===== config.mk =====
export PLATFORM = sky130hd
export DESIGN_NAME = sync_debounce
export DESIGN_NICKNAME = d
export VERILOG_FILES = /design/src/rtl/tl_pkg.sv /design/src/rtl/sync_debounce_ch.sv /design/src/rtl/sync_debounce.sv
export SDC_FILE = /design/constraint.sdc
export NUM_CORES = 1
export LEC_CHECK = 0
export CAP_MARGIN = 25
export CORE_MARGIN = 5
export CORE_UTILIZATION = 53
export CTS_CLUSTER_SIZE = 28
export DETAILED_ROUTE_END_ITERATION = 8
export PLACE_DENSITY = 0.76
export SLEW_MARGIN = 40
export SYNTH_ARGS = -nofsm -noshare
export SYNTH_HDL_FRONTEND = slang
export SYNTH_SLANG_ARGS = --single-unit

===== constraint.sdc =====
create_clock -name clk -period 1.5 [get_ports clk]
set_input_delay 0.3 -clock clk [delete_from_list [all_inputs] [get_ports clk]]
set_output_delay 0.3 -clock clk [all_outputs]
set_load 0.02 [all_outputs]

===== src/rtl/tl_pkg.sv =====
// ---------------------------------------------------------------------------
// tl_pkg
// Shared definitions for the traffic-light input conditioning and timer
// blocks.
//   cnt_width(n)       : bits needed to hold a count 0 .. n-1 (never below 1)
//   DB_CYCLES_DEFAULT  : default number of qualifying ticks for debounce
// ---------------------------------------------------------------------------
`timescale 1ns/1ps
package tl_pkg;

    localparam int DB_CYCLES_DEFAULT = 1000;

    // A counter that runs 0 .. n-1 needs clog2(n) bits. n = 1 would give
    // zero bits, which is not a legal vector, so clamp to one bit.
    function automatic int cnt_width(input int n);
        if (n <= 1) begin
            return 1;
        end
        return $clog2(n);
    endfunction

endpackage : tl_pkg


===== src/rtl/sync_debounce_ch.sv =====
// ---------------------------------------------------------------------------
// sync_debounce_ch
// One input channel: NSYNC-flop synchroniser, debounce counter, debounced
// level and one-clock rise/fall strobes.
// Ports:
//   clk    in   system clock, rising edge
//   rst_n  in   asynchronous active-low reset
//   tick   in   debounce count enable
//   in     in   raw asynchronous input
//   level  out  debounced level (registered)
//   rise   out  one-clock strobe on accepted 0->1 (registered)
//   fall   out  one-clock strobe on accepted 1->0 (registered)
// ---------------------------------------------------------------------------
`timescale 1ns/1ps
module sync_debounce_ch
    import tl_pkg::*;
#(
    parameter int   NSYNC     = 2,
    parameter int   DB_CYCLES = DB_CYCLES_DEFAULT,
    parameter logic RST_VAL   = 1'b0
) (
    input  logic clk,
    input  logic rst_n,
    input  logic tick,
    input  logic in,
    output logic level,
    output logic rise,
    output logic fall
);

    localparam int CNT_W = cnt_width(DB_CYCLES);
    localparam logic [CNT_W-1:0] CNT_LAST = CNT_W'(DB_CYCLES - 1);

    generate
        if (NSYNC < 2) begin : g_bad_nsync
            $error("sync_debounce_ch: NSYNC must be >= 2");
        end
        if (DB_CYCLES < 1) begin : g_bad_db
            $error("sync_debounce_ch: DB_CYCLES must be >= 1");
        end
    endgenerate

    logic [NSYNC-1:0] r_sync;
    logic [CNT_W-1:0] r_cnt;
    logic             r_level;
    logic             r_rise;
    logic             r_fall;

    logic w_s;
    logic w_diff;
    logic w_accept;

    assign w_s      = r_sync[NSYNC-1];
    assign w_diff   = (w_s != r_level);
    // Acceptance needs the last of DB_CYCLES consecutive mismatched ticks.
    assign w_accept = w_diff && tick && (r_cnt == CNT_LAST);

    // Synchroniser chain: bit 0 samples the raw input, the top bit is the
    // only one the debounce logic is allowed to look at.
    always_ff @(posedge clk or negedge rst_n) begin
        if (!rst_n) begin
            r_sync <= {NSYNC{RST_VAL}};
        end else begin
            r_sync <= {r_sync[NSYNC-2:0], in};
        end
    end

    // Counter clears whenever the synchronised input agrees with the stored
    // level, so any bounce back restarts qualification from zero.
    always_ff @(posedge clk or negedge rst_n) begin
        if (!rst_n) begin
            r_cnt <= '0;
        end else if (!w_diff || w_accept) begin
            r_cnt <= '0;
        end else if (tick) begin
            r_cnt <= r_cnt + CNT_W'(1);
        end
    end

    // Level and strobes update together, so the strobe lands on the first
    // cycle the new level is visible.
    always_ff @(posedge clk or negedge rst_n) begin
        if (!rst_n) begin
            r_level <= RST_VAL;
            r_rise  <= 1'b0;
            r_fall  <= 1'b0;
        end else begin
            r_rise <= 1'b0;
            r_fall <= 1'b0;
            if (w_accept) begin
                r_level <= w_s;
                r_rise  <= w_s;
                r_fall  <= ~w_s;
            end
        end
    end

    assign level = r_level;
    assign rise  = r_rise;
    assign fall  = r_fall;

endmodule : sync_debounce_ch


===== src/rtl/sync_debounce.sv =====
// ---------------------------------------------------------------------------
// sync_debounce
// Multi-channel input conditioner for pushbuttons and sensors. Each channel
// is synchronised, debounced and given registered rise/fall strobes;
// channels are fully independent.
// Ports:
//   clk    in   system clock, rising edge
//   rst_n  in   asynchronous active-low reset
//   tick   in   debounce count enable shared by all channels
//   in     in   [WIDTH] raw asynchronous inputs
//   level  out  [WIDTH] debounced levels
//   rise   out  [WIDTH] one-clock 0->1 strobes
//   fall   out  [WIDTH] one-clock 1->0 strobes
// ---------------------------------------------------------------------------
`timescale 1ns/1ps
module sync_debounce
    import tl_pkg::*;
#(
    parameter int               WIDTH     = 4,
    parameter int               NSYNC     = 2,
    parameter int               DB_CYCLES = DB_CYCLES_DEFAULT,
    parameter logic [WIDTH-1:0] RST_VAL   = '0
) (
    input  logic             clk,
    input  logic             rst_n,
    input  logic             tick,
    input  logic [WIDTH-1:0] in,
    output logic [WIDTH-1:0] level,
    output logic [WIDTH-1:0] rise,
    output logic [WIDTH-1:0] fall
);

    generate
        for (genvar gi = 0; gi < WIDTH; gi++) begin : g_ch
            sync_debounce_ch #(
                .NSYNC     (NSYNC),
                .DB_CYCLES (DB_CYCLES),
                .RST_VAL   (RST_VAL[gi])
            ) u_ch (
                .clk   (clk),
                .rst_n (rst_n),
                .tick  (tick),
                .in    (in[gi]),
                .level (level[gi]),
                .rise  (rise[gi]),
                .fall  (fall[gi])
            );
        end
    endgenerate

endmodule : sync_debounce


## After elaboration in Yosys (flattened, before gate mapping)

Index checks and enable logic that the tools add are counted.

| word-level totals | value |
|---|---|
| word-level logic and storage cells | 72 |
| bits in registers | 60 |
| output and inout bits | 12 |

| cells by class | value |
|---|---|
| equal/unequal tests | 8 |
| reduce and logical (&&, ||, !) cells | 20 |
| bitwise logic cells | 4 |
| $add $sub $neg | 4 |
| multiplexer cells | 16 |

Operators with widths:

| kind | number |
|---|---|
| two-way mux 10 bit | 8 |
| adder 10 x 1 -> 10 bit, second input constant | 4 |
| equality test 10 bit, second input constant | 4 |
| logical AND 1 bit | 8 |
| two-way mux 1 bit | 8 |
| nonzero test 2 bit | 4 |
| zero test 1 bit | 4 |
| logical OR 1 bit | 4 |
| inequality test 1 bit | 4 |
| inverter 1 bit | 4 |

## Longest topological paths before layout

| logic depth | value |
|---|---|
| depth in word-level cells | 5 |
| gate-level depth with buffers | 6 |

## By module

A second synthesis with hierarchy kept.

| second synthesis, totals | value |
|---|---|
| cell total of the unflattened synthesis | 252 |
| area total of the unflattened synthesis | 2,942.8 µm² |

By module, submodules not included:

| module | area each (µm²) | instances | cells each |
|---|---|---|---|
| sync_debounce_ch | 735.7 | 4 | 63 |

## Worst setup path before layout

No wires, ideal clock.

| timing path | value |
|---|---|
| path type | register -> register |
| start | reg g_ch[2].u_ch.r_cnt[0] |
| end | reg g_ch[2].u_ch.r_level |
| arrival time | 1,432 ps |
| setup slack | -56 ps |
| data required time | 1,375 ps |
| period minus slack after synthesis | 1,556 ps |
| path buffers | 0 |
| stages on the path, launching flop included | 5 |
| path through | dfrtp_1 -> ha_1 -> nand3_4 -> nor4_2 -> mux2_2 |

| between the ends | value |
|---|---|
| word-level cells in the longest chain between the ends | 2 |

RTL lines:

| what | RTL line | text |
|---|---|---|
| from (decl) | sync_debounce_ch.sv:44 | `logic [CNT_W-1:0] r_cnt;` |
| from (signal assigned) | sync_debounce_ch.sv:76 | `r_cnt <= r_cnt + CNT_W'(1);` |
| equality test 10 bit | sync_debounce_ch.sv:56 | `assign w_accept = w_diff && tick && (r_cnt == CNT_LAST);` |
| logical AND 1 bit | sync_debounce_ch.sv:56 |  |
| to (signal assigned) | sync_debounce_ch.sv:91 | `r_level <= w_s;` |
| to (decl) | sync_debounce_ch.sv:45 | `logic r_level;` |

No other way between the ends.
A chain may end at the register's enable or synchronous reset.

## Final worst setup path

| timing path | value |
|---|---|
| start | reg g_ch[3].u_ch.r_cnt[0] |
| end | reg g_ch[3].u_ch.r_level |

| between the ends | value |
|---|---|
| word-level cells in the longest chain between the ends | 2 |

RTL lines:

| what | RTL line |
|---|---|
| from (decl) | sync_debounce_ch.sv:44 |
| from (signal assigned) | sync_debounce_ch.sv:76 |
| equality test 10 bit | sync_debounce_ch.sv:56 |
| logical AND 1 bit | sync_debounce_ch.sv:56 |
| to (signal assigned) | sync_debounce_ch.sv:91 |
| to (decl) | sync_debounce_ch.sv:45 |

No other way between the ends.

==> flow_summary_export.csv <==
group,metric,value,unit
status,status,"complete, but fails checks",
status,violations,"setup timing",
sta,fin_crit_sh,1.03,
die,die_area,6950,um^2
die,core.rowCount,26,
pwr,switching_share,0.226,
logic_synthesis,synth_fp_nets,265,
global_route,first_global_vias,2189,
finish,antenna_cells,0,
logic_synthesis,synthesis.area,2850,um^2
setup_path,r2r_cells,6,
sta,fin_crit,1540,ps
sta,setup_viol_count_final,1,
logic_synthesis,synthTopCellsByArea,"dfrtp_1 53%, xor2_1 4.9%, buf_4 3.7%",
finish,synthToLayoutAreaGrowth,35.7,%
logic_synthesis,synth_edf_count,0,
routing,drtPass1Iterations,4,
finish,drive_above_1_share,0.334,
global_route,grt_first_pass_wirelength,9.88,mm
pwr,p_comb_frac,0.074,
setup_path,crit_required,1730,ps
pwr,irDropWorstVdd,0.576,mV
clock_tree,cts_buffers,9,
global_route,grt_util_all_layers,0.174,
routing,drt_iter0_markers,144,
setup_path,regToRegSetupSlack,-40,ps
clock_tree,clkSinkCount,60,
sta,hold-worst-slack,350,ps
pwr,p_total,3630,uW
setup_path,cp-end-kind,"flip-flop",
logic_synthesis,ys_seq_area_frac,0.526,
clock_tree,clockBufferDepth,2,
pwr,power_switching,818,uW
setup_path,r2r-end,"g_ch[3].u_ch.level",
logic_synthesis,yosysUniqueCellTypes,35,
die,die-width,83.4,um
sta,worst_slack,-39.9,ps
sta,rsz0062_at_grt,"true",
routing,routed_wl,6.15,mm
placed_design,place_hpwl,3.69,mm
die,core_area,5170,um^2
finish,finalNetCount,341,
placed_design,globalplace.congestion,0.780,
clock_tree,clk_latency,340,ps
sta,slew_headroom,0.717,
routing,vias,2256,
finish,seqCellArea,1500,um^2
clock_tree,clk_pin_slew,70,ps
routing,routed_via_density,5.57,
logic_synthesis,syn_area_per_cell,11.2,um^2
finish,mostFrequentLayoutCells,"59 x dfrtp_1, 56 x buf_4, 18 x nor2_1",
routing,drc,0,
clock_tree,cts_htree_levels,3,
die,boundaryPins,19,
finish,mostFrequentLayoutCell,"dfrtp_1",
sta,maxSlewViolCount,0,
pwr,seq_power_share,0.463,
setup_path,endpoint,"g_ch[3].u_ch.level",
logic_synthesis,synth_top_area_share,0.526,
clock_tree,cts_tree,"yes",
job,max_cap_viol_count,0,
logic_synthesis,ys.flop_type,"dfrtp_1",
finish,fill_cells,330,
pwr,clkPwrFrac,0.463,
die,die_y,83.4,um
global_route,antenna_found_initial,0,
sta,fin_worst_skew,6.93,ps
routing,wire_per_inst,15.2,um
setup_path,cp-startpoint,"g_ch[3].u_ch.r_cnt[0]",
finish,multi_input_area,1380,um^2
global_route,overflow,0,
placed_design,port_buffers,18,
sta,tightest_slew,421,ps
setup_path,cp.arrival,1770,ps
pwr,powerDensity,937,nW/um^2
pwr,p_leak,0.00170,uW
die,start_util,0.552,
sta,fin_tns_setup,-39.9,ps
setup_path,setup.worst_path.start_class,"flip-flop",
logic_synthesis,synth-async-reset-ratio,1.00,
setup_path,cp_max_fo,2,
logic_synthesis,synth_top_cell_by_area,"dfrtp_1",
setup_path,critPathKind,"reg2reg",
placed_design,dp_slack,-494,ps
setup_path,regToRegStartpoint,"g_ch[3].u_ch.r_cnt[0]",
logic_synthesis,syn_inst,254,
clock_tree,root_buffer,"clkbuf_8",
logic_synthesis,synth_seq_cells,60,
global_route,grt_max_degree,61,
logic_synthesis,yosys_warnings,0,
hold_path,hold_class,"reg2reg",
pwr,intPower,2810,uW
sta,hold_violations,0,
routing,ant_nets,0,
sta,fmax,649,MHz
[registers in the layout (all words and copies together), names as in the netlist]
signal / cells
g_ch.u_ch.r_cnt: 40
g_ch.u_ch.fall: 4
g_ch.u_ch.rise: 4
g_ch.u_ch.r_sync: 8
g_ch.u_ch.level: 4
[layout make-up]
class                   instances  share of cell area
flip-flops and latches         60               0.388
multi-input cells             177               0.355
clock inverters                 5              0.0216
inverters                       2             0.00194
repair buffers                 80               0.171
clock buffers                  11              0.0391
well taps                      70              0.0226
[synthesized netlist by cell type (2+ instances only)]
cell       instances
nor2_1            20
xnor2_1            6
o31ai_2            3
o31ai_1            7
nand4_4            2
nor4_2             2
buf_4             14
nand3b_1           2
mux2_2             4
nand3_1            9
nand4bb_1          3
o21ai_0           12
nand2_1           13
nor4_1             2
nor2b_1            3
a21oi_1           19
and2_1             3
inv_1              2
nand4_1           15
xor2_1            16
or3_1             12
ha_1               4
dfrtp_1           60
or4_1              7
mux2i_1            4
[worst min path at each step]
stage / from / depth (start not counted) / to / slack [ps]
2_1_floorplan: rst_n / 0 / g_ch[0].u_ch.fall / 4
3_3_place_gp: rst_n / 2 / g_ch[0].u_ch.r_cnt[3] / 330
3_5_place_dp: rst_n / 2 / g_ch[0].u_ch.r_cnt[3] / 330
4_1_cts: g_ch[0].u_ch.r_sync[0] / 0 / g_ch[0].u_ch.r_sync[1] / 350
5_1_grt: g_ch[0].u_ch.r_sync[0] / 0 / g_ch[0].u_ch.r_sync[1] / 360
6_report: g_ch[0].u_ch.r_sync[0] / 0 / g_ch[0].u_ch.r_sync[1] / 350
[logic make-up after synthesis]
logic type,Yosys count,share of synthesized area
compound gates,44,0.100
xor+xnor,22,0.0675
fa+ha+maj,4,0.0175
buf+inv,17,0.0412
flops,60,0.526
mux,8,0.0298
simple gates,99,0.218
[worst max-delay path, stage by stage, from the launching register on]
cell     delay, ps
dfrtp_1        370
buf_6          110
ha_4           120
nand4_1        110
buf_4          170
nor4_4         200
mux2_4         340
[per-layer routing]
| metal | part of all wire | global-route usage | vias to the layer above |
|---|---|---|---|
| met2 | 0.53 | 0.286 | 48 |
| met3 | 0.036 | 0.0545 | 13 |
| met1 | 0.42 | 0.214 | 1116 |
| met5 | 0 | 0 | - |
| met4 | 0.018 | 0.0609 | 0 |
| li1 | - | - | 1079 |
[power groups by stage]
stage / clock network, uW / logic, uW / registers [uW]
floorplan: 0 / 94.1 / 1710
global placement: 0 / 228 / 1710
detailed placement: 0 / 233 / 1710
CTS: 1720 / 243 / 1680
global route: 1790 / 297 / 1680
finish: 1680 / 267 / 1680
[per-stage QoR]
stage | cell area, um^2 | util | cells
after floorplan | 2880 | - | 254
after global placement | 3420 | 0.662 | 376
after detailed placement | 3420 | 0.662 | 376
after CTS | 3710 | 0.717 | 397
after global routing | 3870 | 0.749 | 405
final | 3870 | 0.749 | 405
[what timing repair did]
item,CTS,global route
cloned,0,1
buffers inserted,4,8
resized for setup,18,22
endpoints found under the hold margin,60,0
setup endpoints to repair,36,25
hold buffers,1,0
pin swaps,4,11
No activity file was read; power rests on OpenSTA's default activity.
